[src/rtl/fetch_unit.sv]
// Instruction fetch stage: holds the PC, issues in-order imem requests and buffers responses
// in a prefetch FIFO for decode. Define FETCH_STATS_EN to enable the pop/redirect counters.
module fetch_unit #(
    parameter logic [31:0] RESET_PC   = 32'h0000_0000,
    parameter int unsigned FIFO_DEPTH = 4
) (
    input  logic        clock,
    input  logic        reset,
    output logic        imem_req_valid,
    output logic [31:0] imem_req_addr,
    input  logic        imem_req_ready,
    input  logic        imem_resp_valid,
    input  logic [31:0] imem_resp_data,
    input  logic        redirect_valid,
    input  logic [31:0] redirect_pc,
    output logic        inst_valid,
    output logic [31:0] inst_data,
    output logic [31:0] inst_pc,
    input  logic        inst_ready,
    output logic [31:0] fetched_count,
    output logic [31:0] redirect_count
);

    localparam int unsigned PTR_W = $clog2(FIFO_DEPTH);
    localparam int unsigned CNT_W = PTR_W + 1;
    localparam int unsigned CRD_W = CNT_W + 1;

    localparam logic [1:0] S_IDLE  = 2'd0;
    localparam logic [1:0] S_FETCH = 2'd1;
    localparam logic [1:0] S_DRAIN = 2'd2;

    logic [1:0]       state_q, state_d;
    logic [31:0]      pc_q, pc_d;
    logic [31:0]      resp_pc_q, resp_pc_d;
    logic [CNT_W-1:0] inflight_q, inflight_d;
    logic [CNT_W-1:0] discard_q, discard_d;
    logic [CNT_W-1:0] count_q, count_d;
    logic [PTR_W-1:0] wr_ptr_q, wr_ptr_d;
    logic [PTR_W-1:0] rd_ptr_q, rd_ptr_d;

    logic [31:0] data_mem [FIFO_DEPTH];
    logic [31:0] pc_mem   [FIFO_DEPTH];

    logic [CRD_W-1:0] credit_used;
    logic [CRD_W-1:0] stale;
    logic [31:0]      redirect_target;
    logic             req_fire;
    logic             push;
    logic             pop;
    logic             unused_redirect_lsbs;

    assign redirect_target      = {redirect_pc[31:2], 2'b00};
    assign unused_redirect_lsbs = ^redirect_pc[1:0];

    // In-flight requests plus buffered entries may never exceed the FIFO depth.
    assign credit_used    = {1'b0, inflight_q} + {1'b0, count_q};
    assign imem_req_valid = (state_q == S_FETCH) && !redirect_valid &&
                            (credit_used < CRD_W'(FIFO_DEPTH));
    assign imem_req_addr  = pc_q;
    assign req_fire       = imem_req_valid && imem_req_ready;

    assign push = imem_resp_valid && !redirect_valid && (discard_q == '0) && (inflight_q != '0);

    assign inst_valid = (count_q != '0);
    assign inst_data  = inst_valid ? data_mem[rd_ptr_q] : 32'h0;
    assign inst_pc    = inst_valid ? pc_mem[rd_ptr_q] : 32'h0;
    assign pop        = inst_valid && inst_ready && !redirect_valid;

    always_comb begin
        state_d    = state_q;
        pc_d       = pc_q;
        resp_pc_d  = resp_pc_q;
        inflight_d = inflight_q;
        discard_d  = discard_q;
        stale      = {1'b0, discard_q} + {1'b0, inflight_q};
        if (redirect_valid) begin
            pc_d       = redirect_target;
            resp_pc_d  = redirect_target;
            inflight_d = '0;
            // A response landing this cycle retires one of the stale requests.
            if (imem_resp_valid && (stale != '0)) begin
                stale = stale - CRD_W'(1);
            end
            discard_d = stale[CNT_W-1:0];
            state_d   = (stale != '0) ? S_DRAIN : S_FETCH;
        end else begin
            if (req_fire) begin
                pc_d = pc_q + 32'd4;
            end
            if (imem_resp_valid) begin
                if (discard_q != '0) begin
                    discard_d = discard_q - CNT_W'(1);
                end else if (inflight_q != '0) begin
                    resp_pc_d = resp_pc_q + 32'd4;
                end
            end
            inflight_d = inflight_q + CNT_W'(req_fire) - CNT_W'(push);
            case (state_q)
                S_IDLE:  state_d = S_FETCH;
                S_DRAIN: if (discard_d == '0) state_d = S_FETCH;
                default: state_d = state_q;
            endcase
        end
    end

    always_comb begin
        count_d  = count_q;
        wr_ptr_d = wr_ptr_q;
        rd_ptr_d = rd_ptr_q;
        if (redirect_valid) begin
            count_d  = '0;
            wr_ptr_d = '0;
            rd_ptr_d = '0;
        end else begin
            wr_ptr_d = wr_ptr_q + PTR_W'(push);
            rd_ptr_d = rd_ptr_q + PTR_W'(pop);
            count_d  = count_q + CNT_W'(push) - CNT_W'(pop);
        end
    end

    always_ff @(posedge clock) begin
        if (reset) begin
            state_q    <= S_IDLE;
            pc_q       <= RESET_PC;
            resp_pc_q  <= RESET_PC;
            inflight_q <= '0;
            discard_q  <= '0;
            count_q    <= '0;
            wr_ptr_q   <= '0;
            rd_ptr_q   <= '0;
        end else begin
            state_q    <= state_d;
            pc_q       <= pc_d;
            resp_pc_q  <= resp_pc_d;
            inflight_q <= inflight_d;
            discard_q  <= discard_d;
            count_q    <= count_d;
            wr_ptr_q   <= wr_ptr_d;
            rd_ptr_q   <= rd_ptr_d;
        end
    end

    always_ff @(posedge clock) begin
        if (push) begin
            data_mem[wr_ptr_q] <= imem_resp_data;
            pc_mem[wr_ptr_q]   <= resp_pc_q;
        end
    end

`ifdef FETCH_STATS_EN
    logic [31:0] fetched_count_q;
    logic [31:0] redirect_count_q;

    always_ff @(posedge clock) begin
        if (reset) begin
            fetched_count_q  <= 32'h0;
            redirect_count_q <= 32'h0;
        end else begin
            if (pop) begin
                fetched_count_q <= fetched_count_q + 32'd1;
            end
            if (redirect_valid) begin
                redirect_count_q <= redirect_count_q + 32'd1;
            end
        end
    end

    assign fetched_count  = fetched_count_q;
    assign redirect_count = redirect_count_q;
`else
    assign fetched_count  = 32'h0;
    assign redirect_count = 32'h0;
`endif

endmodule

[config.mk]
export PLATFORM = sky130hd
export DESIGN_NAME = fetch_unit
export DESIGN_NICKNAME = d
export VERILOG_FILES = /design/src/rtl/fetch_unit.sv
export SDC_FILE = /design/constraint.sdc
export NUM_CORES = 1
export LEC_CHECK = 0
export ABC_CLOCK_PERIOD_IN_PS = 6660
export CAP_MARGIN = 40
export CORE_ASPECT_RATIO = 1.75
export CORE_MARGIN = 2
export CORE_UTILIZATION = 49
export DETAILED_ROUTE_END_ITERATION = 7
export HOLD_SLACK_MARGIN = 0.12
export PLACE_DENSITY = 0.77
export SLEW_MARGIN = 20
export SYNTH_ARGS = -nofsm -noshare
export SYNTH_HDL_FRONTEND = slang
export SYNTH_SLANG_ARGS = --single-unit
export TNS_END_PERCENT = 50
[constraint.sdc]
create_clock -name clock -period 6.66 [get_ports clock]
set_clock_uncertainty 0.05 [all_clocks]
set_input_delay 0.999 -clock clock [delete_from_list [all_inputs] [get_ports clock]]
set_output_delay 0.999 -clock clock [all_outputs]
set_load 0.02 [all_outputs]
==> flow_summary.rst, run 1 <==
.. list-table::
   :header-rows: 1

   * - Metric
     - Value
   * - Pins over their slew limit
     - 0
   * - IO Port Bufs
     - 161
   * - Number of setup buffers added after CTS
     - 0
   * - Arrival time worst endpoint
     - just over 3 ns
   * - Count of TritonRoute iterations in the first routing pass
     - 5
   * - Worst-path clk slew
     - 0.07 ns
   * - Share of the synthesized area in the top cell type
     - 0.5222
   * - Sort of element at the end of the critical path
     - primary output
   * - P per Cell Area
     - 243.8 nW/um^2
   * - Post-detailed-route via-to-cell ratio
     - ~5.5
   * - Latest clock arrival within the worst-skew pair
     - ~0.55 ns
   * - Number of sinks driven by the clock tree
     - 323
   * - Setup-violating endpoint count in the final report
     - 0
   * - Setup Crit Path Kind
     - reg -> out
   * - Critical-path cell list
     - buf_16 -> buf_4 -> mux4_2 -> nor2b_1 -> clkdlybuf4s50_1
   * - Critical Path RT
     - approximately 5.6 ns
   * - Initial standard-cell utilization of the core
     - 0.4982
   * - Total congestion overflow after global routing
     - 0
   * - Vias
     - between 8k and 9k
   * - Detailed-route wire length per cell
     - around 19 microns
   * - Startpoint types
     - flip-flop
   * - Global router's overall resource usage
     - 0.1916
   * - Antenna violations before repair
     - 0
   * - Final Hold Violating Endpoints
     - 0
   * - Relative slew slack
     - 0.4292
   * - Horiz. Die Dim
     - between 100 and 150 microns
   * - Vertical die dimension
     - 229.7 microns
   * - Proportion of synthesized chip area in sequential cells
     - 0.6275
   * - Wire length of the first global-routing pass
     - around 46000 microns
   * - Distinct cell type count of the synthesized netlist
     - 57
   * - Yosys Warn Count
     - 0
   * - Layout area overhead
     - 19.64%
   * - Cell chosen for the clock root
     - clkbuf_16
   * - Number of enable-type register cells in the synthesized netlist
     - 248
   * - Final routed wirelength across all metal layers
     - 29460 microns
   * - Share of flip-flops with an asynchronous set or reset
     - 0
   * - Number of non-filler instances in the completed layout
     - ~1.6k
   * - Peak VDD IR
     - between 0.0002 and 0.00025 V
   * - Total Die Area
     - between 30000 and 40000 sq um
   * - Number of buffers between clock root and the deepest sink
     - 3
   * - Dominant cells by area after synthesis
     - edfxtp_1 52%, dfxtp_1 11%, mux4_2 9.8%, buf_4 3.6%, nor2b_1 2.9%
   * - Number of nets with antenna violations after routing
     - 0
   * - Share of the clock period used by the worst path after layout
     - 0.6200
   * - H-tree levels
     - 1
   * - Post-placement cell count
     - between 1.5k and 2k
   * - FF/Latch Area
     - about 9000 sq um
   * - Slowest cell delay on critical path
     - roughly 0.6 ns
   * - Classification of the worst-slack hold path
     - reg -> reg
   * - Most frequent cells in the layout
     - 248 x edfxtp_1, 159 x clkdlybuf4s50_1, 73 x dfxtp_1
   * - Worst hold margin
     - between 0.4 and 0.5 ns
   * - Antenna diode instance count
     - 0
   * - Outcome
     - finished clean
   * - Post-detailed-placement half-perimeter wirelength
     - 19230 microns
   * - CTS hold repair buffers
     - 0
   * - Synthesized area
     - between 10000 and 15000 sq um
   * - Core Area
     - about 29000 sq um
   * - Max-cap check violation count
     - 0
   * - Number of standard-cell rows in the floorplan
     - just over 80
   * - Number of global-route vias before repair
     - 8531
   * - Share of layout cells above drive strength 1
     - 0.1270
   * - I/O Pins
     - roughly 230
   * - Leak
     - roughly 5.6 nW
   * - Syn Inst Count
     - ~1.0k
   * - RSZ-0062 raised after global routing
     - no
   * - CTS tree
     - yes
   * - Cts bufs inserted
     - 28
   * - Iteration-0 DRC Markers
     - 450
   * - Slew of the pin with the lowest slew margin
     - around 0.85 ns
   * - Number of synthesized register bits
     - 323
   * - Number of fill cells in the layout
     - 2232
   * - Final weighted congestion in routability-driven placement
     - 0.8396
   * - Maximum clock rate
     - ~240 MHz
   * - Most instantiated flip-flop cell in the synthesis netlist
     - edfxtp_1
   * - Critical Path Slowest Stage Cell
     - clkdlybuf4s50_1
   * - Maximum number of pins on one net before global-route repair
     - between 60 and 70
   * - Mean instance size in the synthesized netlist
     - between 10 and 15 sq um
   * - DRC violation count after routing
     - 0
   * - Gates resized, CTS repair
     - 0
   * - Crit-path max FO
     - 33
   * - Largest area contributor in the synthesized netlist
     - edfxtp_1
   * - Total number of nets in the final design
     - around 1.3k
   * - Area of the multi-input gates
     - approximately 4800 sq um
   * - Final period demand of the worst path
     - about 4.1 ns
   * - Most common library cell in the layout ignoring fill and taps
     - edfxtp_1
path summary, 6_finish.rpt:
kind                          start                end  slack, ns  cells after the start
setup / recovery        rd_ptr_q[0]         inst_pc[7]       2.53                      5
hold / removal    imem_req_addr[10]  imem_req_addr[10]       0.47                      2
setup reg to reg      inflight_q[1]      inflight_q[2]       3.23                     12
hold reg to reg   imem_req_addr[10]  imem_req_addr[10]       0.47                      2
area by class of cell:
type,count,area share
Clock buffer,32,0.04502
Tap cell,378,0.02772
Timing Repair Buffer,181,0.1069
Inverter,28,0.006160
Clock inverter,20,0.01012
Multi-Input combinational cell,613,0.2793
Sequential cell,323,0.5247
stage by stage:
step                setup WS, ns  area, sq um  TNS [ns]    util  power, mW
floorplan               -0.01884        14520    -1.168       -      2.472
global placement           2.321        15980         0  0.5583      2.547
detailed placement         2.488        16110         0  0.5629      2.557
CTS                        2.404        17060         0  0.5958      4.202
global route               2.292        17060         0  0.5961      4.303
finish                     2.531        17060         0  0.5961      4.160
logic make-up after synthesis:
group	count (synthesis)	share of synthesized area
xor gates and xnor gates	37	0.02272
and+or+nand+nor	296	0.1134
buffers and inverters	147	0.05808
other	1	0.0002630
AOI/OAI and AO/OA	124	0.05659
muxes	69	0.1033
DFF	323	0.6275
adders and majority gates	19	0.01825
where the power goes:
part	internal [mW]	leakage, nW	switching (mW)	total [mW]
sequential	2.20	2.87	0.0468	2.24
clock	0.913	0.462	0.731	1.64
combinational	0.114	2.29	0.157	0.272
total	3.23	5.62	0.935	4.16
synthesized netlist by cell type (13+ instances only):
library cell  number
a211oi_1          19
a21oi_1           30
a31oi_1           20
buf_4             69
clkbuf_1          39
dfxtp_1           75
edfxtp_1         248
ha_1              16
inv_1             26
mux4_2            62
nand2_1           52
nand3_1           19
nand4_1           24
nor2_1            51
nor2b_1           65
nor3_1            15
o21ai_0           18
xnor2_1           24
xor2_1            13
sequential cells by signal, summed over array words and instances (netlist names):
register       flops
state_q            2
rd_ptr_q           2
data_mem         128
resp_pc_q         30
discard_q          3
pc_mem           120
wr_ptr_q           2
count_q            3
imem_req_addr     30
inflight_q         3
critical path: cells and delay by family, from the launching register on:
family	cells	cell delay, ns
buffers and inverters	3	1.33
multiplexers	1	0.54
flip-flops	1	0.51
AND/OR/NAND/NOR	1	0.14
metal layers:
layer  part of all wire  track usage  vias up
met3              0.048      0.02403       45
li1                   -            -     4031
met4              0.027      0.06989        0
met2               0.54       0.3608      323
met5                  0            0        -
met1               0.38       0.2210     4214
(Power assumes the default switching activity.)
==> run 2: changes to the inputs <==
--- a/config.mk
+++ b/config.mk
@@ -5,7 +5,7 @@
 export SDC_FILE = /design/constraint.sdc
 export NUM_CORES = 1
 export LEC_CHECK = 0
-export ABC_CLOCK_PERIOD_IN_PS = 6660
+export ABC_CLOCK_PERIOD_IN_PS = 3400
 export CAP_MARGIN = 40
 export CORE_ASPECT_RATIO = 1.75
 export CORE_MARGIN = 2
==> constraint.sdc (replaced) <==
create_clock -name clock -period 3.4 [get_ports clock]
set_clock_uncertainty 0.05 [all_clocks]
set_input_delay 0.51 -clock clock [delete_from_list [all_inputs] [get_ports clock]]
set_output_delay 0.51 -clock clock [all_outputs]
set_load 0.02 [all_outputs]
==> flow_summary.rst, run 2 (synthesis gave the netlist of run 1 again) <==
.. list-table::
   :header-rows: 1

   * - Metric
     - Value
   * - Outcome
     - finished clean (unchanged)
   * - Most flops, register
     - data_mem (unchanged)
   * - Classification of the worst-slack hold path
     - reg -> reg (unchanged)
   * - Number of standard-cell rows in the floorplan
     - 82 (unchanged)
   * - Post-placement cell count
     - 1525 (was 1522)
   * - Busiest layer in global routing
     - met2 (unchanged)
   * - Global router's overall resource usage
     - 0.1895 (was 0.1916)
   * - Most common library cell in the layout ignoring fill and taps
     - edfxtp_1 (unchanged)
   * - DRC violation count after routing
     - 0 (unchanged)
   * - Peak VDD IR
     - 0.0004339 V (was 0.0002289 V)
   * - Relative slew slack
     - 0.3946 (was 0.4292)
   * - H-tree levels
     - 1 (unchanged)
   * - Final routed wirelength across all metal layers
     - 29000 microns (was 29460 microns)
   * - Max-cap check violation count
     - 0 (unchanged)
   * - Met1 GRT Util
     - 0.2211 (was 0.2210)
   * - Worst Reg-to-Reg Cells
     - 9 (was 12)
   * - Worst setup margin
     - 0.2282 ns (was 2.531 ns)
   * - Number of sinks driven by the clock tree
     - 323 (unchanged)
   * - Detailed-route wire length per cell
     - 18.35 microns (was 18.71 microns)
   * - Crit-path max FO
     - 18 (was 33)
   * - Setup Crit Path Kind
     - reg -> out (unchanged)
   * - Leak
     - 5.674 nW (was 5.623 nW)
   * - Cts bufs inserted
     - 28 (unchanged)
   * - Number of nets with antenna violations after routing
     - 0 (unchanged)
   * - Grt met3 use
     - 0.02249 (was 0.02403)
   * - Critical Path RT
     - 2.84 ns (was 5.61 ns)
   * - Final weighted congestion in routability-driven placement
     - 0.8774 (was 0.8396)
   * - Layout area overhead
     - 20.79% (was 19.64%)
   * - Max FFs per register
     - 128 (unchanged)
   * - Setup-violating endpoint count in the final report
     - 0 (unchanged)
   * - Number of global-route vias before repair
     - 8803 (was 8531)
   * - Most frequent cells in the layout
     - 248 x edfxtp_1, 159 x clkdlybuf4s50_1, 73 x dfxtp_1 (unchanged)
   * - Share of the clock period used by the worst path after layout
     - 0.9329
   * - Wire length of the first global-routing pass
     - 45640 microns (was 45950 microns)
   * - Slowest cell delay on critical path
     - 0.57 ns (was 0.60 ns)
   * - Minimum setup slack after placement
     - 0.3628 ns (was 2.488 ns)
   * - Count of TritonRoute iterations in the first routing pass
     - 5 (unchanged)
   * - Core Area
     - 28630 sq um (unchanged)
   * - Post-detailed-route via-to-cell ratio
     - 5.481 (was 5.469)
   * - Worst reg2reg path startpoint
     - discard_q[0] (was inflight_q[1])
   * - Finished Cell Area
     - 17230 sq um (was 17060 sq um)
   * - Final period demand of the worst path
     - roughly 3.2 ns
   * - Initial standard-cell utilization of the core
     - 0.4982 (unchanged)
   * - Arrival time worst endpoint
     - 2.61 ns (was 3.08 ns)
   * - Startpoint types
     - flip-flop (unchanged)
   * - Total congestion overflow after global routing
     - 0 (unchanged)
   * - Number of buffers between clock root and the deepest sink
     - 3 (unchanged)
   * - Total Die Area
     - 30540 sq um (unchanged)
   * - Latest clock arrival within the worst-skew pair
     - 0.55 ns (about the same)
   * - Total number of nets in the final design
     - 1270 (was 1264)
   * - Final TNS setup
     - 0 ns (unchanged)
   * - Worst-path clk slew
     - 0.07 ns (about the same)
   * - Startpoint of the lowest-slack hold path
     - state_q[1] (was imem_req_addr[10])
   * - WHS Path Cells
     - 2 (unchanged)
   * - Sort of element at the end of the critical path
     - primary output (unchanged)
   * - Met2 track utilization from global routing
     - 0.3541 (was 0.3608)
   * - P per Cell Area
     - 479.2 nW/um^2 (was 243.8 nW/um^2)
   * - RSZ-0062 raised after global routing
     - no (unchanged)
   * - Launching element of the worst setup path
     - rd_ptr_q[0] (unchanged)
   * - CTS tree
     - yes (unchanged)
   * - Vertical die dimension
     - 229.7 microns (unchanged)
   * - Number of non-filler instances in the completed layout
     - 1581 (was 1575)
   * - Slew of the pin with the lowest slew margin
     - 0.9005 ns (was 0.8496 ns)
   * - Horiz. Die Dim
     - 133.0 microns (unchanged)
   * - Post-detailed-placement half-perimeter wirelength
     - 18740 microns (was 19230 microns)
   * - Critical Path Slowest Stage Cell
     - dfxtp_4 (was clkdlybuf4s50_1)
   * - I/O Pins
     - 232 (unchanged)
   * - Final Hold Violating Endpoints
     - 0 (unchanged)
   * - Share of layout cells above drive strength 1
     - 0.1280 (was 0.1270)
   * - Pins over their slew limit
     - 0 (unchanged)
   * - Maximum clock rate
     - 315.3 MHz
   * - Vias
     - 8666 (was 8613)
   * - Antenna violations before repair
     - 0 (unchanged)
   * - Maximum number of pins on one net before global-route repair
     - 64 (was 65)
   * - Largest regs
     - data_mem: 128 flops, pc_mem: 120 flops (unchanged)
   * - IO Port Bufs
     - 161 (unchanged)
   * - Placed instance area
     - 16190 sq um (was 16110 sq um)
   * - Total Power
     - 8.255 mW (was 4.160 mW)
   * - Antenna diode instance count
     - 0 (unchanged)
   * - Critical-path cell list
     - buf_12 -> mux4_2 -> nor2b_1 -> clkdlybuf4s50_1 (was buf_16 -> buf_4 -> mux4_2 -> nor2b_1 -> clkdlybuf4s50_1)
   * - Cell chosen for the clock root
     - clkbuf_16 (unchanged)
   * - Iteration-0 DRC Markers
     - 460 (was 450)
==> run 2: worst max-delay path, delay by kind of cell, from the launching register on <==
family | cells | cell delay (ns)
buffers and inverters | 2 | 0.81
flip-flops | 1 | 0.57
multiplexers | 1 | 0.53
AND/OR/NAND/NOR | 1 | 0.15
==> run 2: through the flow <==
step | hold WS, ns | util
detailed placement | 0.4643 | 0.5657
global route | 0.5012 | 0.6018
CTS | 0.4716 | 0.5996
global placement | 0.4489 | 0.5654
finish | 0.4775 | 0.6018
floorplan | 0.4256 | -
==> run 2: area by class of cell <==
class / count / area (sq um)
well taps: 378 / 473.0
repair buffers: 187 / 1942
flip-flops and latches: 323 / 8954
clock inverters: 17 / 214.0
inverters: 28 / 105.1
clock buffers: 35 / 758.2
fillers: 2202 / 11400
multi-input cells: 613 / 4781
==> run 2: what timing repair did <==
action,CTS,global route
endpoints found under the setup margin,0,11
resized for setup,0,0
buffers inserted,0,1
hold buffers,0,1
hold endpoints to repair,0,1
==> run 2: final timing paths <==
path	endpoint	slack (ns)
max reg2reg	state_q[1]	0.33
max	inst_data[8]	0.23
min reg2reg	state_q[1]	0.48
min	state_q[1]	0.48
==> run 2: per-layer routing <==
| layer | vias to the layer above | routed length [microns] |
|---|---|---|
| li1 | 4045 | - |
| met1 | 4272 | 11150 |
| met2 | 298 | 15640 |
| met3 | 51 | 1368 |
| met4 | 0 | 848 |
| met5 | - | 0 |
==> run 2: report_power, final <==
group / switching, mW / internal, mW / leakage [nW]
registers: 0.0896 / 4.31 / 2.87
logic: 0.307 / 0.231 / 2.33
clock network: 1.36 / 1.96 / 0.473
